### src/rtl/pill_pkg.sv
// Shared types and timing constants for the pill hopper simulator and its
// button conditioning logic.
package pill_pkg;

    typedef enum logic [1:0] {
        IDLE     = 2'd0,
        PULSE_HI = 2'd1,
        PULSE_LO = 2'd2,
        EMPTY    = 2'd3
    } feeder_state_t;

    localparam int CLK_HZ       = 1000;
    localparam int PILL_PERIOD  = 1000;
    localparam int DEBOUNCE_CYC = 20;

endpackage

### src/rtl/btn_sync_edge.sv
// Synchronises a push-button/switch and emits a one-cycle pulse on its rising
// edge. PILL_FEEDER_ADD_DEBOUNCE_EN adds a DEBOUNCE_CYC-cycle stability filter.
import pill_pkg::*;

module btn_sync_edge (
    input  logic clk_1khz,
    input  logic rst,
    input  logic btn,
    output logic rise
);

    logic [1:0] sync_reg;
    logic       clean;
    logic       edge_reg;

    always_ff @(posedge clk_1khz) begin
        if (rst) begin
            sync_reg <= 2'b00;
        end else begin
            sync_reg <= {sync_reg[0], btn};
        end
    end

`ifdef PILL_FEEDER_ADD_DEBOUNCE_EN
    localparam int CNT_W = $clog2(DEBOUNCE_CYC);

    logic             filt_reg;
    logic [CNT_W-1:0] cnt_reg;

    // The filtered level only follows the input after it has disagreed for
    // DEBOUNCE_CYC consecutive cycles; any bounce restarts the count.
    always_ff @(posedge clk_1khz) begin
        if (rst) begin
            filt_reg <= 1'b0;
            cnt_reg  <= '0;
        end else if (sync_reg[1] != filt_reg) begin
            if (cnt_reg == CNT_W'(DEBOUNCE_CYC - 1)) begin
                filt_reg <= sync_reg[1];
                cnt_reg  <= '0;
            end else begin
                cnt_reg <= cnt_reg + CNT_W'(1);
            end
        end else begin
            cnt_reg <= '0;
        end
    end

    assign clean = filt_reg;
`else
    assign clean = sync_reg[1];
`endif

    always_ff @(posedge clk_1khz) begin
        if (rst) begin
            edge_reg <= 1'b0;
        end else begin
            edge_reg <= clean;
        end
    end

    assign rise = clean & ~edge_reg;

endmodule

### src/rtl/pill_feeder_sim.sv
// Pill hopper model: one fixed-width pulse per dispensed pill, finite inventory
// with refill, hopper/conveyor interlocks. Refill debounce: PILL_FEEDER_ADD_DEBOUNCE_EN.
import pill_pkg::*;

module pill_feeder_sim #(
    parameter int PERIOD     = PILL_PERIOD,
    parameter int PULSE_W    = CLK_HZ / 2,
    parameter int CAPACITY   = 99,
    parameter int REFILL_AMT = 50,
    parameter int INIT_LEVEL = 99,
    parameter int LEVEL_W    = 7
) (
    input  logic               clk_1khz,
    input  logic               rst,
    input  logic               feed_en,
    input  logic               hopper_stop,
    input  logic               conveyor_stop,
    input  logic               hopper_add,
    output logic               pill_pulse,
    output logic [LEVEL_W-1:0] hopper_level,
    output logic               hopper_empty,
    output logic               feeding,
    output logic [15:0]        dispensed_cnt
);

    localparam int PHASE_W = $clog2(PERIOD);
    localparam int SUM_W   = LEVEL_W + 1;
    localparam logic [PHASE_W-1:0] HI_LAST = PHASE_W'(PULSE_W - 1);
    localparam logic [PHASE_W-1:0] LO_LAST = PHASE_W'(PERIOD - PULSE_W - 1);

    feeder_state_t      state_reg, state_next;
    logic [PHASE_W-1:0] phase_reg, phase_next;
    logic [LEVEL_W-1:0] level_reg, level_next;
    logic [SUM_W-1:0]   level_sum;
    logic [15:0]        cnt_reg;
    logic               pulse_reg;
    logic               empty_reg;
    logic               ok;
    logic               has_pills;
    logic               pill_start;
    logic               refill;

    btn_sync_edge u_add_edge (
        .clk_1khz (clk_1khz),
        .rst      (rst),
        .btn      (hopper_add),
        .rise     (refill)
    );

    assign ok        = feed_en & ~hopper_stop & ~conveyor_stop;
    assign has_pills = (level_reg != '0);

    always_comb begin
        state_next = state_reg;
        phase_next = phase_reg + PHASE_W'(1);
        pill_start = 1'b0;
        case (state_reg)
            IDLE: begin
                phase_next = '0;
                if (ok) begin
                    if (has_pills) begin
                        state_next = PULSE_HI;
                        pill_start = 1'b1;
                    end else begin
                        state_next = EMPTY;
                    end
                end
            end
            // Interlocks are deliberately not looked at while the pulse is high.
            PULSE_HI: begin
                if (phase_reg == HI_LAST) begin
                    state_next = PULSE_LO;
                    phase_next = '0;
                end
            end
            PULSE_LO: begin
                if (phase_reg == LO_LAST) begin
                    phase_next = '0;
                    if (!ok) begin
                        state_next = IDLE;
                    end else if (has_pills) begin
                        state_next = PULSE_HI;
                        pill_start = 1'b1;
                    end else begin
                        state_next = EMPTY;
                    end
                end
            end
            EMPTY: begin
                phase_next = '0;
                if (has_pills) begin
                    state_next = IDLE;
                end
            end
            default: begin
                state_next = IDLE;
                phase_next = '0;
            end
        endcase
    end

    // Decrement and refill are merged in one extra-wide sum so neither is lost.
    always_comb begin
        level_sum = {1'b0, level_reg};
        if (pill_start) begin
            level_sum = level_sum - SUM_W'(1);
        end
        if (refill) begin
            level_sum = level_sum + SUM_W'(REFILL_AMT);
        end
        level_next = (level_sum > SUM_W'(CAPACITY)) ? LEVEL_W'(CAPACITY)
                                                     : level_sum[LEVEL_W-1:0];
    end

    always_ff @(posedge clk_1khz) begin
        if (rst) begin
            state_reg <= IDLE;
            phase_reg <= '0;
            level_reg <= LEVEL_W'(INIT_LEVEL);
            pulse_reg <= 1'b0;
            empty_reg <= (INIT_LEVEL == 0);
            cnt_reg   <= 16'd0;
        end else begin
            state_reg <= state_next;
            phase_reg <= phase_next;
            level_reg <= level_next;
            pulse_reg <= (state_next == PULSE_HI);
            empty_reg <= (state_next == EMPTY);
            if (pill_start) begin
                cnt_reg <= cnt_reg + 16'd1;
            end
        end
    end

    assign pill_pulse    = pulse_reg;
    assign hopper_level  = level_reg;
    assign hopper_empty  = empty_reg;
    assign feeding       = (state_reg == PULSE_HI) || (state_reg == PULSE_LO);
    assign dispensed_cnt = cnt_reg;

endmodule

### config.mk
export PLATFORM = sky130hd
export DESIGN_NAME = pill_feeder_sim
export DESIGN_NICKNAME = d
export VERILOG_FILES = /design/src/rtl/pill_pkg.sv /design/src/rtl/btn_sync_edge.sv /design/src/rtl/pill_feeder_sim.sv
export SDC_FILE = /design/constraint.sdc
export NUM_CORES = 1
export LEC_CHECK = 0
export ABC_AREA = 1
export ABC_CLOCK_PERIOD_IN_PS = 3920
export CAP_MARGIN = 20
export CORE_MARGIN = 2
export CORE_UTILIZATION = 58
export DETAILED_ROUTE_END_ITERATION = 16
export GPL_ROUTABILITY_DRIVEN = 1
export PLACE_DENSITY = 0.84
export SLEW_MARGIN = 20
export SYNTH_ARGS = -nofsm -noshare
export SYNTH_HDL_FRONTEND = slang
export SYNTH_SLANG_ARGS = --single-unit
### constraint.sdc
create_clock -name clk_1khz -period 3.92 [get_ports clk_1khz]
set_clock_uncertainty 0.1 [all_clocks]
set_input_delay 0.784 -clock clk_1khz [delete_from_list [all_inputs] [get_ports clk_1khz]]
set_output_delay 0.784 -clock clk_1khz [all_outputs]
set_load 0.01 [all_outputs]
---- After elaboration in Yosys (flattened, before gate mapping) ----
Cells that the tools add are included.
storage, ports and cells
  register bits ........................... 40
  input port bits ......................... 6
  output and inout bits ................... 26
operators by class
  $add $sub $neg .......................... 4
  order comparisons ....................... 1
  equality and inequality tests ........... 6
  multiplexer cells ....................... 15
  bitwise operators ....................... 6
  reduce and logical (&&, ||, !) cells .... 6
operator list
  cell                                                            number
  one-hot mux 10 bit (2 select lines)                             1
  adder 16 x 1 -> 16 bit (second input constant)                  1
  2-to-1 mux 8 bit                                                2
  2-to-1 mux 2 bit                                                6
  adder 10 x 1 -> 10 bit (second input constant)                  1
  equality test 10 x 9 -> 1 bit (second input constant)           1
  2-to-1 mux 10 bit                                               1
  adder 8 x 6 -> 8 bit (second input constant)                    1
  greater-than comparator 8 x 7 -> 1 bit (second input constant)  1
  one-hot mux 2 bit (4 select lines)                              1
  subtractor 7 x 1 -> 8 bit (second input constant)               1
  nonzero test 7 bit                                              1
  equality test 2 bit (second input constant)                     3
  OR reduction 2 bit                                              3
  equality test 2 x 1 -> 1 bit (second input constant)            2
  AND 1 bit                                                       3
  2-to-1 mux 1 bit                                                3
  inverter 1 bit                                                  3
  logical NOT 2 bit                                               1
  one-hot mux 1 bit (2 select lines)                              1
  logical OR 1 bit                                                1

---- Depth between registers and ports, before layout ----
  word-level depth ........................ 11
  mapped depth ............................ 18
  depth with buffers taken out ............ 17

---- Hierarchy ----
Synthesis repeated with hierarchy kept, for this count alone.
second synthesis, totals
  cell total of the unflattened synthesis .. 301
  area, all modules ....................... 2240.9 um^2
modules (own cells, without submodules)
  module           times used  cells an instance  area each (um^2)  sequential area each (um^2)
  pill_feeder_sim  1           291                2154.6            740.7
  btn_sync_edge    1           10                 86.3              60.1

---- Least setup slack after synthesis ----
No wires, ideal clock.
  path kind ............................... input to register
  from .................................... input feed_en
  to ...................................... register level_reg[2], in the netlist hopper_level[2]
  setup time .............................. 0.064 ns
  arrival time ............................ 2.434 ns
  data required time ...................... 3.756 ns
  slack ................................... 1.322 ns
  stages .................................. 14
  path buffers ............................ 1
  cells stage by stage .................... inv_1 nor2_1 nand2_1 nor2_4 nand2_4 buf_12 nand2_1 nand2_2 ha_1 o21ai_0 nand4_1 nand2_2 nand2_2 nor2_1
on the way
  longest elaborated chain between the ends .. 10
RTL lines
  what                                    line                    source
  from (decl)                             pill_feeder_sim.sv:15   input logic feed_en,
  AND 1 bit (*) (2 in a row)              pill_feeder_sim.sv:50   assign ok = feed_en & ~hopper_stop & ~conveyor_stop;
  2-to-1 mux 1 bit (*)                    pill_feeder_sim.sv:79   if (!ok) begin
  2-to-1 mux 1 bit                        pill_feeder_sim.sv:77   if (phase_reg == LO_LAST) begin
  one-hot mux 1 bit (2 select lines) (*)  pill_feeder_sim.sv:57   case (state_reg)
  2-to-1 mux 8 bit (*)                    pill_feeder_sim.sv:105  if (pill_start) begin
  adder 8 x 6 -> 8 bit                    pill_feeder_sim.sv:109  level_sum = level_sum + SUM_W'(REFILL_AMT);
  2-to-1 mux 8 bit (*)                    pill_feeder_sim.sv:108  if (refill) begin
  greater-than comparator 8 x 7 -> 1 bit  pill_feeder_sim.sv:111  level_next = (level_sum > SUM_W'(CAPACITY)) ? LEVEL_W'(CAPACITY)
  OR reduction 2 bit (no source line)     --
  to (signal assigned)                    pill_feeder_sim.sv:119  level_reg <= LEVEL_W'(INIT_LEVEL);
  to (signal assigned)                    pill_feeder_sim.sv:126  level_reg <= level_next;
  to (decl)                               pill_feeder_sim.sv:33   logic [LEVEL_W-1:0] level_reg, level_next;
Every way passes the cells marked *; elsewhere a longest branch is shown, timed or not.
A chain may end at the register's enable or synchronous reset.

---- Final worst setup path ----
  from .................................... input feed_en
  to ...................................... register level_reg[4], in the netlist hopper_level[4]
The elaborated chain is that of the path after synthesis.

==> flow_metrics.env <==
export IMPL_outcome="complete, no violations"
export IMPL_worst_pin_slew_ps=622
export IMPL_grt_usage=0.238
export IMPL_leakagePower_nw=1.08
export IMPL_relSlewSlack=0.584
export IMPL_cts_root_buf="clkbuf_8"
export IMPL_largest_register_ffs=16
export IMPL_cts_sinks=40
export IMPL_multi_input_area_um2=1240
export IMPL_vias_per_cell=5.11
export IMPL_dieArea_um2=4390
export IMPL_avgSynthCellArea_um2=7.35
export IMPL_yosys_register_bits=40
export IMPL_die_y_um=66.3
export IMPL_synth_area_um2=2250
export IMPL_place_area_um2=2590
export IMPL_ys_seq_area_frac=0.356
export IMPL_post_cts_buffers=0
export IMPL_drcViolationCount=0
export IMPL_cp_max_fo=11
export IMPL_synth_cells=306
export IMPL_cts_hold_fix_buffers=0
export IMPL_p_per_area_nw_per_um2=322
export IMPL_pre_cts_slack_ps=673
export IMPL_cts_tree="built"
export IMPL_overflow=0
export IMPL_drt_iter0_drc=106
export IMPL_rsz0062_at_grt="no"
export IMPL_vias=1993
export IMPL_worstSetupPathType="in -> reg"
export IMPL_seq_area_um2=801
export IMPL_maxCapViolCount=0
export IMPL_worstSkewPairLatency_ps=300
export IMPL_r2r_start="hopper_level[0]$_SDFF_PP1_"
export IMPL_final_fill_count=306
export IMPL_mappedNetlistNets=322
export IMPL_worstSetupEndpoint="hopper_level[4]$_SDFF_PP0_"
export IMPL_grt_pass1_vias=1894
export IMPL_core_area_um2=3690
export IMPL_hold_violations=0
export IMPL_final_setup_tns_ps=0
export IMPL_vdd_drop_max_v=0.000303
export IMPL_wirelength_um=4530
export IMPL_startpoint_type="input port"
export IMPL_rr_worst_depth=15
export IMPL_worstReg2RegEnd="hopper_level[4]$_SDFF_PP0_"
export IMPL_drive_gt1_frac=0.120
export IMPL_cp_required_ps=4050
export IMPL_numCtsBuffers=5
export IMPL_hold_class="reg -> reg"
export IMPL_slew_violations=0
export IMPL_cp_end_kind="register"
export IMPL_dieWidth_um=66.3
export IMPL_antenna_found_initial=0
export IMPL_path_clk_slew_ps=70
export IMPL_cts_resized=0
export IMPL_setup_viol=0
export IMPL_initial_core_util=0.610
export IMPL_hpwlAfterDp_um=3430
export IMPL_area_growth_syn_to_layout_pct=20.0
export IMPL_fin_crit_ps=2980
export IMPL_fmax_ghz=0.335
export IMPL_dr_pass1_iters=4
export IMPL_ys_warnings_count=0
export IMPL_io_buffers=31
export IMPL_ioPinCount=32
export IMPL_r2r_slack_ps=1360
export IMPL_rows=22
export IMPL_antenna_left=0
export IMPL_htree_num_levels=2
export IMPL_clockBufferDepth=2
export IMPL_antennaDiodeCount=0
export IMPL_p_total_w=0.000868
export IMPL_wl_per_cell_um=11.6
export IMPL_final_area_um2=2700
export IMPL_utilization=0.731
export IMPL_grt_pass1_wl_um=8100
export IMPL_grt_start_max_net_pins=18
export IMPL_arrival_ps=3110
export IMPL_fin_crit_sh=0.761
export IMPL_critPathLaunch="feed_en"
export IMPL_worst_slack_ps=935
export IMPL_final_nets=357
export IMPL_place_gp_congestion=0.912
export IMPL_hp_start="u_add_edge.sync_reg[0]$_SDFF_PP0_"
export IMPL_synth_distinct_cells=38
-- worst min path at each step --
stage / end / slack [ps] / depth (start not counted)
finish: u_add_edge.sync_reg[1]$_SDFF_PP0_ / 320 / 2
global route: u_add_edge.sync_reg[1]$_SDFF_PP0_ / 330 / 2
CTS: u_add_edge.sync_reg[1]$_SDFF_PP0_ / 310 / 2
detailed placement: u_add_edge.sync_reg[1]$_SDFF_PP0_ / 310 / 2
global placement: u_add_edge.sync_reg[1]$_SDFF_PP0_ / 290 / 2
floorplan: u_add_edge.sync_reg[1]$_SDFF_PP0_ / 290 / 2
-- worst max-delay path: stages --
cell	delay, ps
clkdlybuf4s50_1	450
inv_1	30
nor2_1	170
nand2_1	160
nor2_4	200
nand2_4	150
nand2_1	120
nand2_2	80
ha_1	300
o21ai_0	240
nand4_1	140
nand2_2	120
nand2_2	70
nor2_1	80
-- routing by layer --
layer | vias to the layer above | part of all wire | track usage
li1 | 1056 | - | -
met1 | 882 | 0.49 | 0.310
met2 | 48 | 0.45 | 0.391
met3 | 7 | 0.047 | 0.0528
met4 | 0 | 0.015 | 0.0689
met5 | - | 0 | 0
-- cell families after synthesis --
logic type | Yosys count | share of synthesized area
AND/OR/NAND/NOR | 158 | 0.364
buffers and inverters | 50 | 0.0913
AO/OA/AOI/OAI | 40 | 0.102
flip-flops | 40 | 0.356
adder cells (fa/ha/maj) | 10 | 0.0556
XOR/XNOR | 8 | 0.0312
-- report_power, final --
group | internal, W | switching [W] | total (W)
registers | 0.000415 | 0.00000979 | 0.000425
logic | 0.0000463 | 0.0000663 | 0.000113
clock network | 0.000189 | 0.000141 | 0.000330
-- through the flow --
| step | cells | hold slack (ps) |
|---|---|---|
| 2_1_floorplan | 306 | 288 |
| 3_3_place_gp | 382 | 291 |
| 3_5_place_dp | 382 | 306 |
| 4_1_cts | 390 | 315 |
| 5_1_grt | 390 | 334 |
| 6_report | 390 | 318 |
-- layout by cell type, fill, tap and decap left out, types with 2 or more instances in the layout --
master	netlist	final
ha_1	10	10
o21ai_0	15	15
o211ai_1	3	3
nor4_1	2	2
clkbuf_8	0	5
xnor2_1	2	2
nor3b_1	4	4
nor2_1	37	37
or2_2	2	2
xor2_1	6	6
nand2_2	8	8
nand4_1	5	5
nand3_1	21	21
nand2_1	53	53
nor2_4	4	4
inv_1	41	41
a21oi_1	15	15
inv_2	6	6
nor3_1	8	8
clkdlybuf4s50_1	0	31
dfxtp_1	40	40
nand2_4	6	6
-- synth_stat cells, drive strengths merged --
library cell	n	share of area
o211ai	3	0.010
o21ba	1	0.0045
o21bai	1	0.0033
or2	2	0.0056
a31oi	1	0.0028
dfxtp	40	0.36
nand3	22	0.051
nor3b	4	0.013
and2	1	0.0028
o21ai	17	0.040
xnor2	2	0.0078
nand2	67	0.14
nor4	2	0.0056
buf	3	0.013
nand4	7	0.029
ha	10	0.056
a31o	1	0.0039
xor2	6	0.023
a21oi	15	0.033
a32o	1	0.0045
nor2	42	0.085
inv	47	0.078
and3	1	0.0028
nand3b	1	0.0033
nor3	9	0.025
-- cell type report --
type,count,area share
Clock buffer,6,0.0269
Multi-Input combinational cell,216,0.461
Clock inverter,2,0.0130
Sequential cell,40,0.297
Tap cell,48,0.0223
Timing Repair Buffer,31,0.115
Inverter,47,0.0654
Power figures use the tool's default switching activity.
